<file path="src/rtl/fetch_unit_if.sv">
// fetch_unit_if: instruction-memory request/ack bus between fetch and imem
interface fetch_unit_if #(parameter int XLEN = 32);
  logic            imem_req;
  logic [XLEN-1:0] imem_addr;
  logic            imem_ack;
  logic [31:0]     imem_rdata;
  modport master(output imem_req, imem_addr, input imem_ack, imem_rdata);
  modport slave(input imem_req, imem_addr, output imem_ack, imem_rdata);
endinterface

</file>
<file path="src/rtl/fetch_unit.sv">
// fetch_unit: owns the PC, fetches over a variable-latency req/ack bus and holds the word for decode
module fetch_unit #(
  parameter int              XLEN      = 32,
  parameter logic [XLEN-1:0] RESET_PC  = '0,
  parameter logic [31:0]     NOP_INSTR = 32'h0000_0013
) (
  input  logic             clk,
  input  logic             rst,
  fetch_unit_if.master     imem,
  output logic [31:0]      instr_o,
  output logic             instr_valid_o,
  output logic [XLEN-1:0]  pc_o,
  output logic [XLEN-1:0]  pc_inc_o,
  input  logic             advance_i,
  input  logic             next_pc_src_i,
  input  logic [XLEN-1:0]  br_target_i,
  output logic             instr_fault_o
);
  typedef enum logic [1:0] {IDLE, FETCH, VALID, FAULT} state_t;
  state_t          state_q;
  logic [XLEN-1:0] pc_q, pc_inc, npc_d;
  logic [31:0]     instr_q;
  logic            req_q, valid_q, fault_q;
  assign pc_inc = pc_q + XLEN'(4);
  assign npc_d  = next_pc_src_i ? br_target_i : pc_inc;
  always_ff @(posedge clk or posedge rst)
    if (rst) begin
      state_q <= IDLE;
      pc_q    <= RESET_PC;
      instr_q <= NOP_INSTR;
      req_q   <= 1'b0;
      valid_q <= 1'b0;
      fault_q <= 1'b0;
    end else
      case (state_q)
        IDLE:
          if (pc_q[1:0] != 2'b00) begin
            state_q <= FAULT;
            fault_q <= 1'b1;
          end else begin
            state_q <= FETCH;
            req_q   <= 1'b1;
          end
        FETCH:
          if (imem.imem_ack) begin
            instr_q <= imem.imem_rdata;
            state_q <= VALID;
            req_q   <= 1'b0;
            valid_q <= 1'b1;
          end
        VALID:
          if (advance_i) begin
            valid_q <= 1'b0;
            // a misaligned target keeps the last good PC for fault reporting
            if (npc_d[1:0] != 2'b00) begin
              state_q <= FAULT;
              fault_q <= 1'b1;
            end else begin
              pc_q    <= npc_d;
              state_q <= FETCH;
              req_q   <= 1'b1;
            end
          end
        FAULT: ;
      endcase
  assign imem.imem_req  = req_q;
  assign imem.imem_addr = pc_q;
  assign instr_o        = instr_q;
  assign instr_valid_o  = valid_q;
  assign pc_o           = pc_q;
  assign pc_inc_o       = pc_inc;
  assign instr_fault_o  = fault_q;
endmodule

</file>
<file path="src/flat_wrapper.sv">
// flat-port wrapper written by rule: the top's interface ports become plain ports
module fetch_unit_flat 
#(
  parameter int              XLEN      = 32,
  parameter logic [XLEN-1:0] RESET_PC  = '0,
  parameter logic [31:0]     NOP_INSTR = 32'h0000_0013
)
  (clk, rst, instr_o, instr_valid_o, pc_o, pc_inc_o, advance_i, next_pc_src_i, br_target_i, instr_fault_o, imem_imem_req, imem_imem_addr, imem_imem_ack, imem_imem_rdata);
  fetch_unit_if #(.XLEN(XLEN)) imem_i ();
  input  logic clk;
  input  logic rst;
  output logic [31:0] instr_o;
  output logic instr_valid_o;
  output logic [XLEN-1:0] pc_o;
  output logic [XLEN-1:0] pc_inc_o;
  input  logic advance_i;
  input  logic next_pc_src_i;
  input  logic [XLEN-1:0] br_target_i;
  output logic instr_fault_o;
  output wire logic [$bits(imem_i.imem_req)-1:0] imem_imem_req;
  output wire logic [$bits(imem_i.imem_addr)-1:0] imem_imem_addr;
  input wire logic [$bits(imem_i.imem_ack)-1:0] imem_imem_ack;
  input wire logic [$bits(imem_i.imem_rdata)-1:0] imem_imem_rdata;
  assign imem_imem_req = imem_i.imem_req;
  assign imem_imem_addr = imem_i.imem_addr;
  assign imem_i.imem_ack = imem_imem_ack;
  assign imem_i.imem_rdata = imem_imem_rdata;
  fetch_unit #(.XLEN(XLEN), .RESET_PC(RESET_PC), .NOP_INSTR(NOP_INSTR)) u_core (.clk(clk), .rst(rst), .imem(imem_i), .instr_o(instr_o), .instr_valid_o(instr_valid_o), .pc_o(pc_o), .pc_inc_o(pc_inc_o), .advance_i(advance_i), .next_pc_src_i(next_pc_src_i), .br_target_i(br_target_i), .instr_fault_o(instr_fault_o));
endmodule
</file>
<file path="config.mk">
export PLATFORM = sky130hd
export DESIGN_NAME = fetch_unit_flat
export DESIGN_NICKNAME = d
export VERILOG_FILES = /design/src/rtl/fetch_unit_if.sv /design/src/rtl/fetch_unit.sv /design/src/flat_wrapper.sv
export SDC_FILE = /design/constraint.sdc
export NUM_CORES = 1
export LEC_CHECK = 0
export ABC_AREA = 1
export ABC_CLOCK_PERIOD_IN_PS = 2200
export CORE_ASPECT_RATIO = 0.75
export CORE_MARGIN = 1
export CORE_UTILIZATION = 25
export CTS_BUF_LIST = sky130_fd_sc_hd__clkbuf_8 sky130_fd_sc_hd__clkbuf_16
export DETAILED_ROUTE_END_ITERATION = 6
export DONT_BUFFER_PORTS = 1
export PLACE_DENSITY = 0.48
export SLEW_MARGIN = 20
export SYNTH_ARGS = -nofsm -noshare
export SYNTH_HDL_FRONTEND = slang
export SYNTH_SLANG_ARGS = --single-unit
</file>
<file path="constraint.sdc">
create_clock -name clk -period 2.2 [get_ports clk]
set_clock_uncertainty 0.1 [all_clocks]
set_input_delay 0.44 -clock clk [delete_from_list [all_inputs] [get_ports clk]]
set_output_delay 0.44 -clock clk [all_outputs]
set_load 0.01 [all_outputs]
</file>
==> flow_metrics.env, run 1 <==
export IMPL_synthDistinctLibCells=29
export IMPL_vias=3537
export IMPL_cts_root_buf="clkbuf_16"
export IMPL_regArea_um2=1740
export IMPL_grt_usage=0.146
export IMPL_viasPerCell=4.48
export IMPL_end_kind="output port"
export IMPL_powerDensity_nw_per_um2=545
export IMPL_drtIter0Drc=191
export IMPL_cp_max_fo=5
export IMPL_place_ws_ns=0.163
export IMPL_core_area_um2=16300
export IMPL_leakage_nw=2.49
export IMPL_setup_violations=1
export IMPL_dieHeight_um=115
export IMPL_cap_viol_max_count=0
export IMPL_clock_sinks=69
export IMPL_post_route_drc_count=14
export IMPL_die_area_um2=17500
export IMPL_synth_area_per_cell_um2=7.61
export IMPL_clk_pin_slew_ns=0.06
export IMPL_grt_first_pass_wirelength_um=19500
export IMPL_fin_nets=648
export IMPL_fmax_ghz=0.454
export IMPL_overflow=0
export IMPL_fillCellCount=1711
export IMPL_hp_start="imem_imem_rdata[27]"
export IMPL_start_util=0.260
export IMPL_crit_start="u_core.imem.imem_addr[3]"
export IMPL_grt_max_degree=70
export IMPL_ys_top_cells_by_count="nand2_1, nor2_1, dfrtp_1, inv_1, buf_4"
export IMPL_pin_count=200
export IMPL_cts_buffers=9
export IMPL_hpwlAfterDp_um=9440
export IMPL_hold_violations=0
export IMPL_synth_largest_area_cell="dfrtp_1"
export IMPL_die_w_um=152
export IMPL_start_kind="flip-flop"
export IMPL_htree_num_levels=3
export IMPL_period_share=1.00
export IMPL_synth_most_common_cell="nand2_1"
export IMPL_drive_above_1_share=0.336
export IMPL_status="finished, violations left"
export IMPL_port_buffers=0
export IMPL_drt_total_wl_um=12600
export IMPL_max_vdd_ir_drop_uv=290
export IMPL_multi_input_area_um2=2280
export IMPL_antenna_left=0
export IMPL_syn_nets=631
export IMPL_synth_seq_cells=69
export IMPL_worst_ep_required_time_ns=1.66
export IMPL_drt_pass1_iterations=7
export IMPL_path_class="flip-flop to output port"
export IMPL_grt_setup_unrepaired="yes"
export IMPL_synth_top_area_share=0.389
export IMPL_yosysSeqAreaShare=0.408
export IMPL_design_area_um2=5200
export IMPL_antennaDiodeCount=0
export IMPL_syn_area_um2=4250
export IMPL_rows=40
export IMPL_hold_path_class="input port to flip-flop"
export IMPL_failed_checks="design-rule violations, negative setup slack"
export IMPL_timing_rr_start="u_core.state_q[0]"
export IMPL_cp_data_arrival_time_ns=1.66
export IMPL_synth_edff_count=0
export IMPL_wl_per_cell_um=16.0
export IMPL_clk_latency_ns=0.34
export IMPL_cts_tree="built"
export IMPL_antenna_found_initial=0
export IMPL_area_growth_pct=22.5
export IMPL_yosys_top_cells_area="dfrtp_1, nand2_1, mux2_2, nor2_1, buf_4"
export IMPL_worst_slew_pin_slew_ns=0.476
export IMPL_syn_inst=558
export IMPL_yosys_warnings=0
export IMPL_drv_slew=0
export IMPL_max_slew_margin=0.681
export IMPL_gp_congestion=0.832
export IMPL_place_area_um2=4470
export IMPL_post_route_min_period_ns=2.20
export IMPL_ys_async_sr_fraction=1.00
export IMPL_grt_pass1_vias=3540
export IMPL_clockBufferDepth=2
export IMPL_setup_ws_ns=-0.000716
export IMPL_yosys_most_used_dff="dfrtp_1"
-- power breakdown --
part	total, mW	internal (mW)	switching (mW)
combinational	0.0766	0.0216	0.0549
clock	1.49	0.884	0.607
sequential	1.27	1.27	0
-- critical path, stage by stage, from the launching register on --
cell	delay, ns
dfrtp_1	0.41
ha_4	0.18
nand2_4	0.05
nor2_4	0.14
nand2_4	0.10
nor2_4	0.21
nand3_2	0.11
nand2_2	0.11
-- worst paths after layout --
| kind | slack [ns] | depth (start not counted) | end |
|---|---|---|---|
| worst max register to register | 0.33 | 7 | u_core.imem.imem_addr[18] |
| worst min register to register | 0.47 | 1 | u_core.instr_fault_o |
| max in group asynchronous | 1.08 | 3 | u_core.instr_o[1] |
| worst min-delay path | 0.14 | 1 | u_core.instr_o[27] |
| worst max-delay path | -0.0007 | 7 | pc_inc_o[22] |
| min in group asynchronous | 0.59 | 3 | u_core.instr_valid_o |
-- layout by cell type (no fill, tap or decap), drive strengths merged, types with 4 or more instances in the layout --
| master | count |
|---|---|
| xor2 | 8 |
| nor2 | 95 |
| buf | 54 |
| nand2 | 175 |
| inv | 48 |
| nand3 | 32 |
| dfrtp | 66 |
| ha | 4 |
| o21ai | 37 |
| mux2 | 32 |
| clkbuf | 9 |
-- per-stage QoR --
step	setup TNS [ns]	power [mW]	utilization	std cells	hold slack, ns
after floorplan	0	1.35	-	558	0.412
after global placement	0	1.37	0.274	755	0.347
after detailed placement	0	1.37	0.274	755	0.363
after CTS	-0.242	2.89	0.302	778	0.128
after global routing	-0.803	2.95	0.319	790	0.126
final	-0.000716	2.84	0.319	790	0.145
-- logic make-up (layout without fill, tap and decap cells) --
kind of cell	count (synthesis)	count (layout)	synth area share
muxes	32	32	0.0849
xor gates and xnor gates	8	8	0.0165
AOI/OAI and AO/OA	40	40	0.0501
buffers and inverters	96	118	0.119
and+or+nand+nor	309	309	0.310
adders and majority gates	4	4	0.0118
DFF	69	69	0.408
-- layer usage --
metal | vias to the layer above | part of all wire | global-route usage
met5 | - | 0 | 0
met4 | 0 | 0.0097 | 0.0418
met3 | 11 | 0.087 | 0.0580
met2 | 144 | 0.46 | 0.232
met1 | 1642 | 0.44 | 0.184
li1 | 1740 | - | -
-- flip-flops by register name, indices dropped and copies added (netlist names) --
signal                 count
u_core.imem.imem_addr     32
u_core.instr_o            32
u_core.state_q             2
u_core.imem.imem_req       1
u_core.instr_fault_o       1
u_core.instr_valid_o       1
-- cell type report --
cell class,instances,area share
Timing Repair Buffer,55,0.0837
Tap cell,210,0.0505
Clock inverter,7,0.0144
Multi-Input combinational cell,393,0.439
Sequential cell,69,0.335
Inverter,47,0.0346
Clock buffer,9,0.0433
-- repair_timing --
action,in CTS,in global routing
hold buffers,1,0
resized for setup,32,55
endpoints found under the setup margin,20,22
endpoints found under the hold margin,36,0
pin swaps,14,27
buffers inserted,6,12
Power figures use the tool's default switching activity.
==> run 2: changes to the inputs <==
--- a/config.mk
+++ b/config.mk
@@ -7,13 +7,13 @@
 export LEC_CHECK = 0
 export ABC_AREA = 1
 export ABC_CLOCK_PERIOD_IN_PS = 2200
-export CORE_ASPECT_RATIO = 0.75
+export CORE_ASPECT_RATIO = 1.2
 export CORE_MARGIN = 1
-export CORE_UTILIZATION = 25
+export CORE_UTILIZATION = 58
 export CTS_BUF_LIST = sky130_fd_sc_hd__clkbuf_8 sky130_fd_sc_hd__clkbuf_16
 export DETAILED_ROUTE_END_ITERATION = 6
 export DONT_BUFFER_PORTS = 1
-export PLACE_DENSITY = 0.48
+export PLACE_DENSITY = 0.84
 export SLEW_MARGIN = 20
 export SYNTH_ARGS = -nofsm -noshare
 export SYNTH_HDL_FRONTEND = slang
==> run 2 against run 1 <==
Effect of this change:
- highest routed layer unchanged
- power shrank 13%
- sequential cell count is the same
- clock power shrank 23%
- sequential share of layout area grew 3.0 points
- first-iteration DRC count grew 71%
- worst setup slack lost 0.071 ns
- the flow finishes with violations (negative setup slack)
- die area shrank 56%
- combinational power shrank 6.0%
==> flow_metrics.env, run 2 (synthesized netlist as in run 1, its figures left out) <==
export IMPL_status="finished, violations left"
export IMPL_failed_checks="negative setup slack"
export IMPL_post_route_drc_count=0
export IMPL_post_route_min_period_ns=2.27
export IMPL_viasPerCell=5.67
export IMPL_antennaDiodeCount=0
export IMPL_setup_ws_ns=-0.0713
export IMPL_hold_violations=0
export IMPL_cp_max_fo=5
export IMPL_die_w_um=80.1
export IMPL_cts_tree="built"
export IMPL_drv_slew=0
export IMPL_end_kind="output port"
export IMPL_wl_per_cell_um=16.9
export IMPL_cts_root_buf="clkbuf_8"
export IMPL_max_slew_margin=0.583
export IMPL_hold_ws_ns=0.140
export IMPL_start_util=0.612
export IMPL_clk_pin_slew_ns=0.09
export IMPL_cp_depth=7
export IMPL_multi_input_area_um2=2200
export IMPL_crit_chain="ha_4 > nand2_4 > nor2_4 > nand2_4 > nor2_4 > nand3_1 > nand2_2"
export IMPL_regArea_um2=1740
export IMPL_fin_nets=635
export IMPL_hpwlAfterDp_um=7880
export IMPL_fillCellCount=524
export IMPL_top_layer_used="met4"
export IMPL_final_cells=654
export IMPL_slowest_delay_ns=0.41
export IMPL_drt_pass1_iterations=4
export IMPL_worst_slew_pin_slew_ns=0.624
export IMPL_port_buffers=0
export IMPL_vias=3705
export IMPL_grt_pass1_vias=3611
export IMPL_dieHeight_um=95.7
export IMPL_grt_usage=0.291
export IMPL_drt_total_wl_um=11100
export IMPL_final_common_cell="nand2_1"
export IMPL_drt_met1_wl_um=3910
export IMPL_drtIter0Drc=326
export IMPL_area_growth_pct=12.8
export IMPL_clockBufferDepth=2
export IMPL_critPathTopFamily="simple AND/OR/NAND/NOR gates"
export IMPL_whs_path_depth=1
export IMPL_core_area_um2=6940
export IMPL_htree_num_levels=3
export IMPL_final_cell_mix="nand2_1, nor2_1, dfrtp_1, inv_1, buf_4"
export IMPL_die_area_um2=7670
export IMPL_pin_count=200
export IMPL_crit_start="u_core.imem.imem_addr[3]"
export IMPL_slowest_stage="dfrtp_1"
export IMPL_setup_tns_ns=-0.331
export IMPL_fmax_ghz=0.440
export IMPL_antenna_left=0
export IMPL_path_class="flip-flop to output port"
export IMPL_dr_wl_met3_um=1100
export IMPL_cts_buffers=9
export IMPL_powerDensity_nw_per_um2=517
export IMPL_hp_start="imem_imem_rdata[7]"
export IMPL_critical_path_buf_inv_count=0
export IMPL_clock_sinks=69
export IMPL_timing_rr_start="u_core.imem.imem_addr[0]"
export IMPL_met2WireLength_um=5560
export IMPL_leakage_nw=2.40
export IMPL_grt_setup_unrepaired="yes"
export IMPL_max_vdd_ir_drop_uv=412
export IMPL_gp_congestion=0.843
export IMPL_cp_data_arrival_time_ns=1.73
export IMPL_worst_ep_required_time_ns=1.66
export IMPL_rows=33
export IMPL_drive_above_1_share=0.300
export IMPL_grt_max_degree=43
export IMPL_cap_viol_max_count=0
export IMPL_hold_path_class="input port to flip-flop"
export IMPL_overflow=0
export IMPL_placed_cells=625
export IMPL_clk_latency_ns=0.34
export IMPL_period_share=1.03
export IMPL_start_kind="flip-flop"
export IMPL_r2r_cells=8
export IMPL_setup_violations=10
export IMPL_grt_first_pass_wirelength_um=16800
export IMPL_antenna_found_initial=0
==> run 2: cell count changes in the layout (fill, tap and decap cells not counted), sizes merged <==
| cell | previous run | this run |
|---|---|---|
| inv | 48 | 47 |
| clkinvlp | 3 | 1 |
| bufinv | 1 | 2 |
| buf | 54 | 41 |
| clkinv | 2 | 4 |
==> run 2: final cells by class <==
type / instances / share of cell area
multi-input combinational: 393 / 0.461
sequential: 69 / 0.364
timing repair buffer: 42 / 0.0698
inverter: 47 / 0.0376
clock buffer: 9 / 0.0259
tap: 87 / 0.0227
clock inverter: 7 / 0.0191
==> run 2: final timing paths <==
check,to,slack (ns)
min,u_core.instr_o[7],0.14
max,pc_inc_o[22],-0.07
min in group asynchronous,u_core.instr_o[15],0.56
max in group asynchronous,u_core.instr_o[4],0.76
min reg2reg,u_core.instr_fault_o,0.46
max reg2reg,u_core.imem.imem_addr[13],0.27
==> run 2: worst reg2reg max path, delay by kind of cell (launching register included) <==
family / cells / cell delay [ns]
compound gates: 3 / 0.33
buf+inv: 2 / 0.43
flops: 1 / 0.51
simple gates: 3 / 0.48
==> run 2: timing repair <==
action / 4_1_cts / 5_1_grt
setup buffers: 5 / 7
hold buffers: 1 / 0
pin swaps: 7 / 16
endpoints found under the hold margin: 25 / 0
resized for setup: 32 / 38
endpoints found under the setup margin: 18 / 22
gates cloned: 0 / 0
==> run 2: layer usage <==
metal  GRT usage  vias up
met5           0        -
met4       0.164        0
met3      0.0863       49
met2       0.505      233
met1       0.316     1701
li1            -     1722
==> run 2: metrics by stage <==
step / utilization / setup WS (ns) / total power [mW] / instance area [um^2]
after CTS: 0.666 / -0.0535 / 2.49 / 4620
final: 0.690 / -0.0713 / 2.48 / 4790
after global placement: 0.614 / 0.277 / 1.36 / 4260
after detailed placement: 0.614 / 0.176 / 1.36 / 4260
after global routing: 0.690 / -0.171 / 2.56 / 4790
after floorplan: - / 0.281 / 1.35 / 4250
==> run 2: where the power goes <==
group	leakage (nW)	total, mW	internal [mW]	switching, mW
sequential	0.898	1.27	1.27	0
combinational	1.38	0.0720	0.0215	0.0505
clock	0.115	1.14	0.637	0.500
==> run 3: changes to the inputs <==
--- a/config.mk
+++ b/config.mk
@@ -8,7 +8,7 @@
 export ABC_AREA = 1
 export ABC_CLOCK_PERIOD_IN_PS = 2200
 export CORE_ASPECT_RATIO = 1.2
-export CORE_MARGIN = 1
+export CORE_MARGIN = 2
 export CORE_UTILIZATION = 58
 export CTS_BUF_LIST = sky130_fd_sc_hd__clkbuf_8 sky130_fd_sc_hd__clkbuf_16
 export DETAILED_ROUTE_END_ITERATION = 6
==> run 3 against run 2 <==
Effect of this change:
- the flow still finishes with violations (negative setup slack)
- hold slack worse by 0.0011 ns
- clock-buffer cell count unchanged
- cell count decreased by 0.31%
- sequential power about the same
- global-route usage fell by 1.8 points
- maximum frequency up 0.17%
- first-iteration DRC count decreased by 46%
- worst setup slack better by 0.0039 ns
- die area increased by 4.6%
- register-to-register slack gained 0.02 ns
- via count decreased by 0.59%
- largest power group unchanged
==> flow_metrics.env, run 3 (synthesized netlist as in run 1, its figures left out) <==
export IMPL_status="finished, violations left"
export IMPL_failed_checks="negative setup slack"
export IMPL_powerDensity_nw_per_um2=477
export IMPL_post_route_drc_count=0
export IMPL_grt_first_pass_wirelength_um=16500
export IMPL_placed_cells=627
export IMPL_core_area_um2=7190
export IMPL_hpwlAfterDp_um=7960
export IMPL_htree_num_levels=3
export IMPL_hold_path_class="input port to flip-flop"
export IMPL_fillCellCount=587
export IMPL_path_class="flip-flop to output port"
export IMPL_worst_ep_required_time_ns=1.66
export IMPL_fin_nets=630
export IMPL_setup_ws_ns=-0.0674
export IMPL_intPower_mw=1.70
export IMPL_rows=34
export IMPL_setup_violations=8
export IMPL_start_util=0.590
export IMPL_wl_per_cell_um=17.2
export IMPL_final_cells=652
export IMPL_cts_tree="built"
export IMPL_drv_slew=0
export IMPL_die_w_um=82.1
export IMPL_hold_ws_ns=0.139
export IMPL_clock_sinks=69
export IMPL_grt_pass1_vias=3497
export IMPL_clk_latency_ns=0.34
export IMPL_clockBufferDepth=2
export IMPL_cap_viol_max_count=0
export IMPL_max_slew_margin=0.736
export IMPL_viasPerCell=5.65
export IMPL_antenna_left=0
export IMPL_final_cell_mix="nand2_1, nor2_1, dfrtp_1, inv_1, nand2_2"
export IMPL_grt_setup_unrepaired="yes"
export IMPL_combPwrFrac=0.032
export IMPL_dieHeight_um=97.7
export IMPL_p_clk_frac=0.413
export IMPL_area_growth_pct=12.9
export IMPL_cts_buffers=9
export IMPL_drt_total_wl_um=11200
export IMPL_vias=3683
export IMPL_fmax_ghz=0.441
export IMPL_grt_max_degree=70
export IMPL_port_buffers=0
export IMPL_p_sw_frac=0.255
export IMPL_end_kind="output port"
export IMPL_cp_data_arrival_time_ns=1.73
export IMPL_leakage_nw=2.34
export IMPL_post_route_min_period_ns=2.27
export IMPL_place_ws_ns=0.216
export IMPL_p_sw_mw=0.583
export IMPL_hold_violations=0
export IMPL_cts_root_buf="clkbuf_8"
export IMPL_overflow=0
export IMPL_seq_power_share=0.555
export IMPL_worst_slew_pin_slew_ns=0.393
export IMPL_drt_pass1_iterations=5
export IMPL_power_mw=2.28
export IMPL_start_kind="flip-flop"
export IMPL_drtIter0Drc=177
export IMPL_final_common_cell="nand2_1"
export IMPL_die_area_um2=8020
export IMPL_clk_pin_slew_ns=0.08
export IMPL_period_share=1.03
export IMPL_grt_usage=0.273
export IMPL_drive_above_1_share=0.324
export IMPL_pin_count=200
export IMPL_antennaDiodeCount=0
export IMPL_gp_congestion=0.933
export IMPL_antenna_found_initial=0
export IMPL_max_vdd_ir_drop_uv=467
export IMPL_cp_max_fo=5
## run 3: changes by cell type in the layout (fill, tap and decap cells not counted), sizes merged
cell	before	now
clkinvlp	1	4
clkinv	4	3
bufinv	2	0
buf	41	36
## run 3: worst paths after layout
path | from | endpoint | slack (ns) | cells past startpoint
min in group asynchronous | rst | u_core.instr_o[18] | 0.57 | 3
setup / recovery | u_core.imem.imem_addr[2] | pc_inc_o[20] | -0.07 | 7
setup reg to reg | u_core.state_q[0] | u_core.imem.imem_addr[10] | 0.29 | 7
hold reg to reg | u_core.imem.imem_req | u_core.imem.imem_req | 0.47 | 2
hold / removal | imem_imem_rdata[27] | u_core.instr_o[27] | 0.14 | 1
max in group asynchronous | rst | u_core.instr_o[4] | 1.10 | 3
## run 3: what timing repair did
| item | CTS | global route |
|---|---|---|
| setup endpoints to repair | 19 | 20 |
| hold endpoints to repair | 66 | 0 |
| pin swaps | 3 | 14 |
| hold buffers | 1 | 0 |
| resized for setup | 32 | 60 |
| buffers inserted | 5 | 3 |
## run 3: layout make-up
class / instances / area, um^2 / area share
clock buffers: 9 / 124 / 0.0258
clock inverters: 7 / 52.6 / 0.0110
repair buffers: 37 / 313 / 0.0653
inverters: 47 / 180 / 0.0376
flip-flops and latches: 69 / 1740 / 0.364
multi-input cells: 393 / 2270 / 0.473
well taps: 90 / 113 / 0.0235
## run 3: power by group through the flow
stage | clock network (mW) | registers (mW) | logic (mW)
2_1_floorplan | 0 | 1.29 | 0.0576
4_1_cts | 0.958 | 1.27 | 0.0750
3_3_place_gp | 0 | 1.29 | 0.0700
3_5_place_dp | 0 | 1.29 | 0.0730
6_report | 0.944 | 1.27 | 0.0734
5_1_grt | 1.01 | 1.27 | 0.0850
## run 3: metal layers
| metal | track usage | part of all wire |
|---|---|---|
| met4 | 0.110 | 0.029 |
| met3 | 0.0929 | 0.11 |
| met2 | 0.468 | 0.51 |
| met5 | 0 | 0 |
| met1 | 0.302 | 0.35 |
## run 3: stage by stage
step	utilization	TNS, ns	cell area [um^2]
floorplan	-	0	4250
global placement	0.594	0	4270
detailed placement	0.594	0	4270
CTS	0.637	-0.161	4580
global route	0.667	-1.57	4790
finish	0.667	-0.282	4790
## run 3: critical path: stages (launching register included)
cell and delay, ns:
dfrtp_1 0.39, ha_2 0.21, nand2_2 0.07, nor2_4 0.19, nand3b_1 0.18, nor2_1 0.14
nand2_1 0.10, nand2_2 0.11
